`src/rtl/axi_sram_slave.sv`:
```
// axi_sram_slave: AXI3 responder in front of a single-port synchronous word SRAM.
// Serves one transaction at a time, either single-beat or INCR/FIXED bursts of up to 256 beats.
// Optional build macro AXI_SLV_STALL_EN enables LFSR-driven pseudo-random stalls.
//
// state   | meaning
// IDLE    | arbitrate AR against AW; prio_read picks the winner when both are valid
// RD_REQ  | issue the SRAM read for the current beat
// RD_CAP  | capture ram_rdata into the read data register
// RD_RESP | present the R beat and hold it until rready
// WR_DATA | accept W beats, each written to the SRAM in its handshake cycle
// WR_RESP | present the B response and hold it until bready
module axi_sram_slave #(
  parameter int ADDR_W = 16
) (
  input  logic              aclk,
  input  logic              aresetn,
  input  logic [3:0]        arid,
  input  logic [31:0]       araddr,
  input  logic [7:0]        arlen,
  input  logic [2:0]        arsize,
  input  logic [1:0]        arburst,
  input  logic              arvalid,
  output logic              arready,
  output logic [3:0]        rid,
  output logic [31:0]       rdata,
  output logic [1:0]        rresp,
  output logic              rlast,
  output logic              rvalid,
  input  logic              rready,
  input  logic [3:0]        awid,
  input  logic [31:0]       awaddr,
  input  logic [7:0]        awlen,
  input  logic [2:0]        awsize,
  input  logic [1:0]        awburst,
  input  logic              awvalid,
  output logic              awready,
  input  logic [3:0]        wid,
  input  logic [31:0]       wdata,
  input  logic [3:0]        wstrb,
  input  logic              wlast,
  input  logic              wvalid,
  output logic              wready,
  output logic [3:0]        bid,
  output logic [1:0]        bresp,
  output logic              bvalid,
  input  logic              bready,
  output logic              ram_en,
  output logic [3:0]        ram_we,
  output logic [ADDR_W-1:0] ram_addr,
  output logic [31:0]       ram_wdata,
  input  logic [31:0]       ram_rdata
);

  typedef enum logic [2:0] {IDLE, RD_REQ, RD_CAP, RD_RESP, WR_DATA, WR_RESP} state_t;

  state_t              state_q, state_d;
  logic                prio_read_q, prio_read_d;
  logic [7:0]          cnt_q, cnt_d;
  logic [7:0]          len_q, len_d;
  logic [3:0]          id_q, id_d;
  logic [ADDR_W-1:0]   addr_q, addr_d;
  logic [1:0]          burst_q, burst_d;
  logic                err_q, err_d;
  logic                mis_q, mis_d;
  logic [31:0]         rdata_q, rdata_d;
  logic                stall;

  // Address bits outside the word index and the write id carry no meaning here.
  logic unused_bits;
  assign unused_bits = ^{araddr[31:ADDR_W+2], araddr[1:0], awaddr[31:ADDR_W+2], awaddr[1:0], wid};

`ifdef AXI_SLV_STALL_EN
  logic [7:0] lfsr_q, lfsr_d;

  // Fibonacci LFSR, taps 8,6,5,4; bit 0 requests a stall cycle.
  always_comb begin
    lfsr_d = {lfsr_q[6:0], lfsr_q[7] ^ lfsr_q[5] ^ lfsr_q[4] ^ lfsr_q[3]};
  end

  // LFSR register, free running.
  always_ff @(posedge aclk) begin
    if (!aresetn) lfsr_q <= 8'hA5;
    else          lfsr_q <= lfsr_d;
  end

  assign stall = lfsr_q[0];
`else
  assign stall = 1'b0;
`endif

  assign rid       = id_q;
  assign bid       = id_q;
  assign rdata     = rdata_q;
  assign rresp     = err_q ? 2'b10 : 2'b00;
  assign bresp     = (err_q | mis_q) ? 2'b10 : 2'b00;
  assign rlast     = (state_q == RD_RESP) && (cnt_q == len_q);
  assign ram_addr  = addr_q;
  assign ram_wdata = wdata;

  // Next-state, datapath updates and handshake/SRAM outputs.
  always_comb begin
    state_d     = state_q;
    prio_read_d = prio_read_q;
    cnt_d       = cnt_q;
    len_d       = len_q;
    id_d        = id_q;
    addr_d      = addr_q;
    burst_d     = burst_q;
    err_d       = err_q;
    mis_d       = mis_q;
    rdata_d     = rdata_q;
    arready     = 1'b0;
    awready     = 1'b0;
    wready      = 1'b0;
    rvalid      = 1'b0;
    bvalid      = 1'b0;
    ram_en      = 1'b0;
    ram_we      = 4'b0000;
    case (state_q)
      IDLE: begin
        arready = !stall && (!awvalid || prio_read_q);
        awready = !stall && (!arvalid || !prio_read_q);
        if (arvalid && arready) begin
          id_d        = arid;
          addr_d      = araddr[ADDR_W+1:2];
          len_d       = arlen;
          burst_d     = arburst;
          err_d       = (arsize > 3'b010);
          cnt_d       = 8'd0;
          prio_read_d = 1'b0;
          state_d     = RD_REQ;
        end else if (awvalid && awready) begin
          id_d        = awid;
          addr_d      = awaddr[ADDR_W+1:2];
          len_d       = awlen;
          burst_d     = awburst;
          err_d       = (awsize > 3'b010);
          mis_d       = 1'b0;
          cnt_d       = 8'd0;
          prio_read_d = 1'b1;
          state_d     = WR_DATA;
        end
      end
      RD_REQ: begin
        ram_en  = !err_q;
        state_d = RD_CAP;
      end
      RD_CAP: begin
        rdata_d = err_q ? 32'd0 : ram_rdata;
        if (!stall) state_d = RD_RESP;
      end
      RD_RESP: begin
        rvalid = 1'b1;
        if (rready) begin
          if (cnt_q == len_q) begin
            state_d = IDLE;
          end else begin
            cnt_d   = cnt_q + 8'd1;
            if (burst_q != 2'b00) addr_d = addr_q + 1'b1;
            state_d = RD_REQ;
          end
        end
      end
      WR_DATA: begin
        wready = !stall;
        if (wvalid && wready) begin
          ram_en = 1'b1;
          ram_we = err_q ? 4'b0000 : wstrb;
          cnt_d  = cnt_q + 8'd1;
          if (burst_q != 2'b00) addr_d = addr_q + 1'b1;
          if (wlast) begin
            if (cnt_q != len_q) mis_d = 1'b1;
            state_d = WR_RESP;
          end else if (cnt_q == len_q) begin
            mis_d = 1'b1;
          end
        end
      end
      WR_RESP: begin
        bvalid = 1'b1;
        if (bready) state_d = IDLE;
      end
      default: state_d = IDLE;
    endcase
    // A reset cycle must never reach the SRAM, even mid-burst.
    if (!aresetn) begin
      ram_en = 1'b0;
      ram_we = 4'b0000;
    end
  end

  // State and datapath registers.
  always_ff @(posedge aclk) begin
    if (!aresetn) begin
      state_q     <= IDLE;
      prio_read_q <= 1'b1;
      cnt_q       <= 8'd0;
      len_q       <= 8'd0;
      id_q        <= 4'd0;
      addr_q      <= '0;
      burst_q     <= 2'b00;
      err_q       <= 1'b0;
      mis_q       <= 1'b0;
      rdata_q     <= 32'd0;
    end else begin
      state_q     <= state_d;
      prio_read_q <= prio_read_d;
      cnt_q       <= cnt_d;
      len_q       <= len_d;
      id_q        <= id_d;
      addr_q      <= addr_d;
      burst_q     <= burst_d;
      err_q       <= err_d;
      mis_q       <= mis_d;
      rdata_q     <= rdata_d;
    end
  end

endmodule

```
`config.mk`:
```
export PLATFORM = sky130hd
export DESIGN_NAME = axi_sram_slave
export DESIGN_NICKNAME = d
export VERILOG_FILES = /design/src/rtl/axi_sram_slave.sv
export SDC_FILE = /design/constraint.sdc
export NUM_CORES = 1
export LEC_CHECK = 0
export ABC_AREA = 1
export ABC_CLOCK_PERIOD_IN_PS = 3600
export BUFFER_PORTS_ARGS = -buffer_cell sky130_fd_sc_hd__buf_2
export CORE_AREA = 2 2 108 110
export CTS_BUF_LIST = sky130_fd_sc_hd__clkbuf_8
export DETAILED_ROUTE_END_ITERATION = 6
export DIE_AREA = 0 0 110 112
export GPL_ROUTABILITY_DRIVEN = 0
export PLACE_DENSITY = 0.75
export SETUP_SLACK_MARGIN = 0.15
export SLEW_MARGIN = 20
export SYNTH_ARGS = -nofsm -noshare
export SYNTH_HDL_FRONTEND = slang
export SYNTH_SLANG_ARGS = --single-unit
```
`constraint.sdc`:
```
create_clock -name aclk -period 3.6 [get_ports aclk]
set_clock_uncertainty 0.1 [all_clocks]
set_input_delay 0.36 -clock aclk [delete_from_list [all_inputs] [get_ports aclk]]
set_output_delay 0.36 -clock aclk [all_outputs]
set_load 0.02 [all_outputs]
```
* Yosys cells after proc, flatten, opt, wreduce, memory -nomap -nowiden
Index checks and enable logic that the tools add are counted.
** Storage, ports and cells
- Register bits after elaboration :: 76
- Logic and storage cells :: 103
- Input bits :: 178
** Operators by class
- Magnitude comparators :: 2
- $add $sub $neg :: 2
- Eq/ne operators :: 17
- Muxes and demuxes :: 53
- Bitwise operators :: 1
- Reduce and logical (&&, ||, !) cells :: 18
** Operators with widths (count)
- 16-bit 2-to-1 mux :: 6
- 8-bit 2-to-1 mux :: 7
- 16-bit one-hot mux with 3 select lines :: 1
- 32-bit 2-to-1 mux :: 1
- 4-bit 2-to-1 mux :: 6
- 8-bit one-hot mux with 3 select lines :: 1
- 1-bit 2-to-1 mux :: 18
- 3-bit 2-to-1 mux :: 6
- 3-bit one-hot mux with 6 select lines :: 1
- 16-bit by 1-bit adder with 16-bit output (second input constant) :: 1
- 2-bit != test (second input constant) :: 7
- 5-bit AND reduction :: 2
- 3-bit != test (second input constant) :: 3
- 8-bit by 1-bit adder with 8-bit output (second input constant) :: 1
- 8-bit equality test :: 1
- 2-bit 2-to-1 mux :: 4
- 8-bit != test :: 1
- 3-bit by 2-bit equality test with 1-bit output (second input constant) :: 2
- 3-bit equality test (second input constant) :: 2
- 3-bit by 2-bit > comparator with 1-bit output (second input constant) :: 2
- 6-bit AND reduction :: 1
- 2-bit nonzero test :: 3
- 1-bit zero test :: 4
- 1-bit one-hot mux with 2 select lines :: 2
- 7 further kinds :: 10

* Longest topological paths before layout
Gate-level depths: netlist of the first run.
- Depth after elaboration :: 6
- Depth in mapped cells :: 11
- Depth with buffers taken out :: 10

* Worst setup path after synthesis of the first run
Ideal clock, no wire load.
- Path kind :: reg-to-output
- From :: register state_q[1]
- To :: output port ram_we[0]
- Stages on the path, launching flop included :: 6
- Arrival :: 1.518 ns
- Buffers on the path :: 0
- Data required time :: 3.140 ns
- Path slack :: 1.622 ns
- Cells stage by stage :: dfxtp_1 nor2_2 nand2_1 inv_1 nand2_1 nor3b_1
** Between the ends
- Longest elaborated chain between the ends :: 3
** RTL lines
- start: declaration :: RTL line 56 : state_t state_q, state_d;
- start signal: assignment :: RTL line 206 : state_q <= state_d;
- 3-bit equality test :: RTL line 119 : case (state_q)
- 4-bit 2-to-1 mux :: RTL line 119
- 4-bit 2-to-1 mux :: RTL line 186 : if (!aresetn) begin
- end: declaration :: RTL line 48 : output logic [3:0] ram_we,
No other way between the ends.

* Worst setup path after layout of the first run
- From :: register err_q
- To :: output port ram_en
** Between the ends
- Longest elaborated chain between the ends :: 3
** RTL lines
- start: declaration :: RTL line 63 : logic err_q, err_d;
- start signal: assignment :: RTL line 213 : err_q <= err_d;
- 1-bit zero test :: RTL line 145 : ram_en = !err_q;
- 1-bit one-hot mux with 2 select lines :: RTL line 119
- 1-bit 2-to-1 mux :: RTL line 186
- end: declaration :: RTL line 47 : output logic ram_en,
No other way between the ends.

==> out/results.tsv, run 1 <==
metric	value	unit
Synth Flop Type	dfxtp_1	
final net count	988	
Pint	0.00199	W
RSZ-0062 raised after global routing	no	
clk sinks	76	
Final Slew Violations	0	
Switch Pwr	0.00179	W
Reg power frac	0.328	
most common cell in the synthesized netlist	nand2_1	
Worst Hold Class	in -> reg	
Avg Cell Area, Syn	6.41	um^2
Vias	4651	
final hold vios	0	
sw frac	0.473	
post-synthesis sequential area ratio	0.347	
layout cell share with drive strength beyond 1	0.258	
hold depth	3	
Num CTS Buffers	9	
top post-synthesis cells by area	dfxtp_1, nand2_1, nor2_1	
gr ovfl total	0	
Via density	4.86	
pwr/cell area	713	nW/um^2
register area	1520	um^2
Seq cells post-synth	76	
Die Wd	110	um
CP Data Arrival Time	2360	ps
footprint of the multi-input gates	2240	um^2
minimum clock period	2820	ps
Setup TNS	0	ps
post-route ant nets	0	
# Post-CTS Setup Buffers	0	
CTS root buf	clkbuf_8	
drt drc	0	
Port-buffer cells	178	
Initial Utilization	0.393	
clk buf depth	2	
Ys Warns	0	
FFs w/ async S/R, synth	0	
IO Pins	281	
# rows	39	
FILL cells	1183	
All-Layer GR Usage	0.197	
Max transition margin	0.315	
Post-synth top cells	nand2_1, nor2_1, dfxtp_1	
Final Cycle Share	0.783	
CP Max Fanout	35	
cells after synthesis	685	
status	finished clean	
CTS tree	built	
Total Wirelength	12100	um
Synth area leader	dfxtp_1	
Post-synth EDFFs	0	
crit path launch type	flip-flop	
Placed Cells incl. Taps	940	
Worst-Skew Late Latency	360	ps
Worst-path clk slew	90	ps
R2R Setup Slk	1240	ps
Layout Cells excl Fill	957	
post-synth top area share	0.347	
Gate power share	0.489	
detailed placement HPWL	8660	um
Worst-Margin Slew	1020	ps
final hold slack	147	ps
Syn-to-layout area delta	20.6	%
fmax	355	MHz
core area	11200	um^2
setup violators final	0	
CP endpoint kind	output port	
Die Y	112	um
first-pass GRT wire length	19300	um
Static Leak	2.56	nW
drt wl/cell	12.6	um
antenna violations before repair	2	
Reg2Reg Depth	7	
max_cap viols	0	
Worst EP required	3140	ps
Clock Power Share	0.183	
area of the mapped netlist	4390	um^2
pin count of the biggest net entering global routing	41	
H-Tree Depth	3	
vias in the first global route	4138	
die area	12300	um^2
post_cts resized	0	
first-pass iteration count of the detailed router	4	
Yosys cell types	31	
Detailed Route Iter0 Violations	329	
number of hold buffers added after CTS	0	
Crit Path Class	reg -> out	
worst IR drop on VDD	0.325	mV
[final cells by class]
type,count,area share
multi-input cells,483,0.424
flip-flops and latches,76,0.287
repair buffers,185,0.178
inverters,53,0.0376
well taps,143,0.0338
clock buffers,9,0.0234
clock inverters,7,0.0156
diodes,1,0.000472
[worst max-delay path, stage by stage (launching register included)]
cell and delay (ps):
dfxtp_1 340, clkinv_1 780, nand2_1 540, o22ai_1 140
buf_2 180
[per-stage QoR]
step,area [um^2],setup WS (ps),total power [W],utilization
global route,5290,560,0.00411,0.474
global placement,5080,1150,0.00309,0.455
floorplan,4390,1620,0.00268,-
CTS,5290,726,0.00380,0.473
finish,5300,783,0.00377,0.474
detailed placement,5080,1140,0.00310,0.455
[cell usage in the layout, fill, tap and decap left out, types with 2 or more instances in the layout]
cell	instances
clkbuf_8	9
a21oi_1	53
nand2_1	182
inv_1	48
dfxtp_1	76
nor3_1	3
buf_2	178
nor2_2	2
a31oi_1	15
xor2_1	6
nand3b_1	4
o22ai_1	5
buf_4	7
ha_1	2
xnor2_1	6
nor3b_1	5
conb_1	2
inv_2	3
nand3_1	59
nor2_1	82
clkinv_1	2
o21ai_0	39
clkinv_4	3
nand4_1	10
inv_6	3
[routing by layer]
metal	wire length, um	up-vias	GRT usage
met1	5120	2060	0.238
li1	-	2426	-
met3	843	21	0.0556
met2	5900	142	0.330
met4	211	2	0.0709
met5	13	-	0
[power groups by stage]
stage / clock (W) / combinational, W / sequential [W]
6_report: 0.000689 / 0.00185 / 0.00124
5_1_grt: 0.000754 / 0.00208 / 0.00127
4_1_cts: 0.000713 / 0.00185 / 0.00124
3_5_place_dp: 0 / 0.00184 / 0.00125
3_3_place_gp: 0 / 0.00184 / 0.00125
2_1_floorplan: 0 / 0.00131 / 0.00137
[sequential cells by signal (all words and copies together) (netlist names)]
name,count
ram_addr,16
state_q,3
burst_q,2
prio_read_q,1
mis_q,1
err_q,1
len_q,8
rdata,32
bid,4
cnt_q,8
[cell families after synthesis]
group,Yosys count,synth area share
and+or+nand+nor,349,0.333
buffers and inverters,127,0.147
AOI/OAI and AO/OA,117,0.141
DFF,76,0.347
xor gates and xnor gates,12,0.0239
adders and majority gates,2,0.00570
other,1,0.000854
muxes,1,0.00228
[final timing paths]
path                                 from                      to
hold reg to reg    rdata[14]$_SDFFE_PN0N_  rdata[14]$_SDFFE_PN0N_
setup reg to reg  state_q[0]$_SDFFE_PN0P_   cnt_q[1]$_SDFFE_PN0P_
setup / recovery       err_q$_SDFFE_PN0P_                  ram_en
hold / removal              ram_rdata[10]  rdata[10]$_SDFFE_PN0N_
No activity file was read; power rests on OpenSTA's default activity.
==> run 2, diff against run 1 <==
--- a/config.mk
+++ b/config.mk
@@ -5,15 +5,15 @@
 export SDC_FILE = /design/constraint.sdc
 export NUM_CORES = 1
 export LEC_CHECK = 0
-export ABC_AREA = 1
-export ABC_CLOCK_PERIOD_IN_PS = 3600
+export ABC_AREA = 0
+export ABC_CLOCK_PERIOD_IN_PS = 2900
 export BUFFER_PORTS_ARGS = -buffer_cell sky130_fd_sc_hd__buf_2
-export CORE_AREA = 2 2 108 110
+export CORE_AREA = 2 2 109 111
 export CTS_BUF_LIST = sky130_fd_sc_hd__clkbuf_8
 export DETAILED_ROUTE_END_ITERATION = 6
-export DIE_AREA = 0 0 110 112
+export DIE_AREA = 0 0 111 113
 export GPL_ROUTABILITY_DRIVEN = 0
-export PLACE_DENSITY = 0.75
+export PLACE_DENSITY = 0.73
 export SETUP_SLACK_MARGIN = 0.15
 export SLEW_MARGIN = 20
 export SYNTH_ARGS = -nofsm -noshare
==> constraint.sdc (replaced) <==
create_clock -name aclk -period 2.9 [get_ports aclk]
set_clock_uncertainty 0.1 [all_clocks]
set_input_delay 0.29 -clock aclk [delete_from_list [all_inputs] [get_ports aclk]]
set_output_delay 0.29 -clock aclk [all_outputs]
set_load 0.02 [all_outputs]
==> run 2 against run 1 <==
Worst setup slack got worse by 380 ps. Synthesized area fell by 1.8%. Combinational power rose by 14%. Power rose by 24%. Clock power rose by 45%. Non-clock buffer count rose by 7. Die area rose by 1.8%. Cell count fell by 16%. Via count fell by 5.4%.
==> out/results.tsv, run 2 <==
metric	value	unit
status	finished clean	
FILL cells	1127	
first-pass GRT wire length	20200	um
post-synth top area share	0.353	
Post-synth top cells	dfxtp_1, a21oi_1, nand2_1	
Diodes inserted	0	
Ys Warns	0	
minimum clock period	2490	ps
Synth Flop Type	dfxtp_1	
H-Tree Depth	3	
pin count of the biggest net entering global routing	38	
final hold vios	0	
All-Layer GR Usage	0.196	
sw frac	0.425	
IO Pins	281	
Num CTS Buffers	9	
Seq cells post-synth	76	
post_cts resized	0	
gr ovfl total	0	
die area	12500	um^2
detailed placement HPWL	9180	um
Static Leak	2.31	nW
Total Wirelength	12600	um
pwr/cell area	889	nW/um^2
Clock Power Share	0.213	
RSZ-0062 raised after global routing	no	
CP Max Fanout	15	
post-route ant nets	0	
number of hold buffers added after CTS	0	
Reg power frac	0.338	
Setup TNS	0	ps
vias in the first global route	4117	
clk buf depth	2	
CP endpoint kind	flip-flop	
Yosys cell types	68	
Port-buffer cells	178	
# Post-CTS Setup Buffers	0	
Worst-Skew Late Latency	360	ps
Pint	0.00270	W
Post-synth EDFFs	0	
Synth area leader	dfxtp_1	
Avg Cell Area, Syn	8.12	um^2
post-synthesis sequential area ratio	0.353	
worst IR drop on VDD	0.427	mV
CTS root buf	clkbuf_8	
core area	11300	um^2
Gate power share	0.449	
Die Wd	111	um
top post-synthesis cells by area	dfxtp_1, a21oi_1, buf_4	
most frequent cells in the layout	buf_2, dfxtp_1, a21oi_1	
Largest register FFs	32	
Initial Utilization	0.383	
crit path launch type	flip-flop	
first-pass iteration count of the detailed router	4	
drt drc	0	
Worst EP required	3100	ps
Worst-path clk slew	80	ps
final net count	835	
max_cap viols	0	
fmax	401	MHz
antenna violations before repair	0	
setup violators final	0	
most common cell in the synthesized netlist	dfxtp_1	
Die Y	113	um
Switch Pwr	0.00199	W
Crit Path Class	reg -> reg	
CP Data Arrival Time	2690	ps
Final Cycle Share	0.859	
R2R Setup Slk	410	ps
worst setup margin	408	ps
drt wl/cell	15.7	um
area of the mapped netlist	4310	um^2
clk sinks	76	
commonest non-fill, non-tap cell in the layout	buf_2	
Syn-to-layout area delta	22.5	%
layout cell share with drive strength beyond 1	0.347	
cells after synthesis	531	
# rows	39	
FFs w/ async S/R, synth	0	
CTS tree	built	
Via density	5.49	
Vias	4401	
Final Slew Violations	0	
Worst Hold Class	in -> reg	
Max transition margin	0.399	
Post-Place Worst Slack	435	ps
Worst-Margin Slew	902	ps
Detailed Route Iter0 Violations	250	
[run 2: cell count changes in the layout (fill, tap and decap cells not counted), moves of 10 or more]
cell,before,now
o21ai_0,39,11
o31ai_1,0,10
nand3_1,59,19
a311oi_1,0,14
nand2_1,182,55
nand3b_1,4,33
inv_1,48,8
nor2_1,82,31
[run 2: layer usage]
| layer | up-vias | track usage | share of wire |
|---|---|---|---|
| met5 | - | 0 | 0 |
| met4 | 0 | 0.0833 | 0.021 |
| met3 | 30 | 0.0428 | 0.070 |
| met2 | 188 | 0.344 | 0.50 |
| met1 | 2039 | 0.231 | 0.41 |
| li1 | 2144 | - | - |
[run 2: critical path: stages, from the launching register on]
cell,delay [ps]
dfxtp_1,630
nand3b_2,270
o32ai_4,370
or2_0,740
o221a_2,320
[run 2: path summary, 6_finish.rpt]
check                          start                  endpoint  depth (start not counted)
min                         awlen[0]     len_q[0]$_SDFFE_PN0P_                          3
max reg2reg  state_q[0]$_SDFFE_PN0P_  ram_addr[6]$_SDFFE_PN0P_                          4
max          state_q[0]$_SDFFE_PN0P_  ram_addr[6]$_SDFFE_PN0P_                          4
min reg2reg   rdata[26]$_SDFFE_PN0N_    rdata[26]$_SDFFE_PN0N_                          2
[run 2: kinds of logic (layout without fill, tap and decap cells)]
family          count (synthesis)  count (layout)  synth area share
xor+xnor                        9               9            0.0183
fa+ha+maj                       2               2           0.00580
flops                          76              76             0.353
compound gates                143             143             0.225
mux                            13              13            0.0319
other cells                     1               2          0.000869
buf+inv                        89             216             0.116
simple gates                  198             198             0.250
[run 2: area by class of cell]
type	count	area [um^2]	share of cell area
inverter	9	33.8	0.00640
tap	143	179	0.0339
timing repair buffer	192	996	0.189
multi-input combinational	367	2310	0.438
clock buffer	10	138	0.0261
clock inverter	5	101	0.0192
sequential	76	1520	0.288
[run 2: metrics by stage]
step            util  hold slack (ps)  total power, W  instance area [um^2]  cells
3_5_place_dp   0.447              342         0.00372                  5040    787
6_report       0.469             86.0         0.00470                  5280    802
4_1_cts        0.469             76.0         0.00472                  5280    802
5_1_grt        0.469             73.5         0.00500                  5280    802
3_3_place_gp   0.447              336         0.00364                  5040    787
2_1_floorplan      -              352         0.00316                  4320    532
[run 2: power groups by stage]
stage,registers (W),clock network [W],logic (W)
floorplan,0.00173,0,0.00143
global placement,0.00159,0,0.00205
detailed placement,0.00161,0,0.00211
CTS,0.00158,0.00102,0.00212
global route,0.00163,0.00106,0.00231
finish,0.00159,0.00100,0.00211
==> run 3, diff against run 2 <==
--- a/config.mk
+++ b/config.mk
@@ -7,13 +7,12 @@
 export LEC_CHECK = 0
 export ABC_AREA = 0
 export ABC_CLOCK_PERIOD_IN_PS = 2900
-export BUFFER_PORTS_ARGS = -buffer_cell sky130_fd_sc_hd__buf_2
-export CORE_AREA = 2 2 109 111
+export CORE_AREA = 2 2 110 112
 export CTS_BUF_LIST = sky130_fd_sc_hd__clkbuf_8
 export DETAILED_ROUTE_END_ITERATION = 6
-export DIE_AREA = 0 0 111 113
+export DIE_AREA = 0 0 112 114
+export DONT_BUFFER_PORTS = 1
 export GPL_ROUTABILITY_DRIVEN = 0
-export PLACE_DENSITY = 0.73
 export SETUP_SLACK_MARGIN = 0.15
 export SLEW_MARGIN = 20
 export SYNTH_ARGS = -nofsm -noshare
==> run 3 against run 2 <==
Utilization down 5.5 points. Routed wire length up 1.7%. Critical path depth is 2 higher. Final area is 8.3% lower. Register-to-register slack worse by 20 ps. Global-route usage decreased by 0.39 points. First-iteration DRC count is 30% higher. Die area increased by 1.8%. Non-clock buffer count down 129.
==> out/results.tsv, run 3 (synthesis results as in run 2) <==
metric	value	unit
setup violators final	0	
max_cap viols	0	
Worst-Margin Slew	766	ps
All-Layer GR Usage	0.192	
die area	12800	um^2
Crit Path Class	reg -> reg	
Die Y	114	um
final hold vios	0	
detailed placement HPWL	8610	um
Port-buffer cells	0	
Via density	5.89	
Max transition margin	0.488	
Static Leak	1.71	nW
status	finished clean	
Syn-to-layout area delta	12.3	%
CP Data Arrival Time	2720	ps
RSZ-0062 raised after global routing	no	
Worst EP required	3100	ps
vias in the first global route	3860	
Worst Hold Class	in -> reg	
minimum clock period	2510	ps
final net count	706	
gr ovfl total	0	
crit path launch type	flip-flop	
Worst-Skew Late Latency	350	ps
pwr/cell area	905	nW/um^2
clk buf depth	2	
Final Cycle Share	0.867	
CP endpoint kind	flip-flop	
Initial Utilization	0.368	
antenna violations before repair	0	
IO Pins	281	
# rows	40	
Die Wd	112	um
clk sinks	76	
post-route ant nets	0	
fmax	398	MHz
Setup TNS	0	ps
CTS root buf	clkbuf_8	
H-Tree Depth	3	
most frequent cells in the layout	dfxtp_1, a21oi_1, nand2_1	
first-pass iteration count of the detailed router	4	
Detailed Route Iter0 Violations	326	
CTS tree	built	
drt wl/cell	18.9	um
commonest non-fill, non-tap cell in the layout	dfxtp_1	
layout cell share with drive strength beyond 1	0.102	
first-pass GRT wire length	19600	um
Total Wirelength	12800	um
core area	11700	um^2
Final Slew Violations	0	
Diodes inserted	0	
Worst-path clk slew	90	ps
pin count of the biggest net entering global routing	39	
Num CTS Buffers	9	
CP Max Fanout	17	
final design utilization	0.414	
# Post-CTS Setup Buffers	0	
drt drc	0	
Largest register FFs	32	
Vias	3991	
worst IR drop on VDD	0.368	mV
overall power	0.00438	W
-- run 3: path summary, 6_finish.rpt --
path | cells after the start | slack (ps) | to | start
setup / recovery | 6 | 390 | len_q[1]$_SDFFE_PN0P_ | prio_read_q$_SDFFE_PN1P_
hold / removal | 2 | 20 | len_q[5]$_SDFFE_PN0P_ | arlen[5]
setup reg to reg | 6 | 390 | len_q[1]$_SDFFE_PN0P_ | prio_read_q$_SDFFE_PN1P_
hold reg to reg | 2 | 420 | len_q[2]$_SDFFE_PN0P_ | len_q[2]$_SDFFE_PN0P_
-- run 3: repair_timing --
item / in CTS / in global routing
endpoints found under the hold margin: 53 / 0
setup endpoints to repair: 0 / 5
hold buffers: 48 / 0
resized for setup: 0 / 1
-- run 3: per-layer routing --
| metal | track usage | wire (um) | up-vias |
|---|---|---|---|
| li1 | - | - | 1888 |
| met1 | 0.246 | 5400 | 1863 |
| met2 | 0.310 | 6060 | 212 |
| met3 | 0.0462 | 1060 | 28 |
| met4 | 0.0829 | 292 | 0 |
| met5 | 0 | 0 | - |
-- run 3: final cells by class --
type / instances / area (um^2)
Multi-Input combinational cell: 367 / 2310
Timing Repair Buffer: 63 / 593
Tap cell: 147 / 184
Clock buffer: 10 / 138
Clock inverter: 6 / 61.3
Fill cell: 1184 / 6870
Sequential cell: 76 / 1520
Inverter: 9 / 33.8
-- run 3: per-stage QoR --
step	std cells	area (um^2)	setup WS (ps)	hold slack, ps
2_1_floorplan	532	4320	980	352
3_3_place_gp	614	4160	425	318
3_5_place_dp	614	4160	359	318
4_1_cts	678	4840	344	0.287
5_1_grt	678	4840	213	9.39
6_report	678	4840	386	18.5
-- run 3: critical path: stages (launching register included) --
cell and delay [ps]:
dfxtp_1 340, nand2b_1 160, nand2_1 570, buf_4 360
nand2_1 80, a311oi_1 260, dlygate4sd3_1 580
-- run 3: report_power, final --
group	total (W)	internal, W	leakage [nW]	switching (W)
registers	0.00184	0.00130	0.621	0.000543
logic	0.00169	0.000691	0.987	0.00100
clock network	0.000845	0.000420	0.102	0.000424
total	0.00438	0.00241	1.71	0.00197
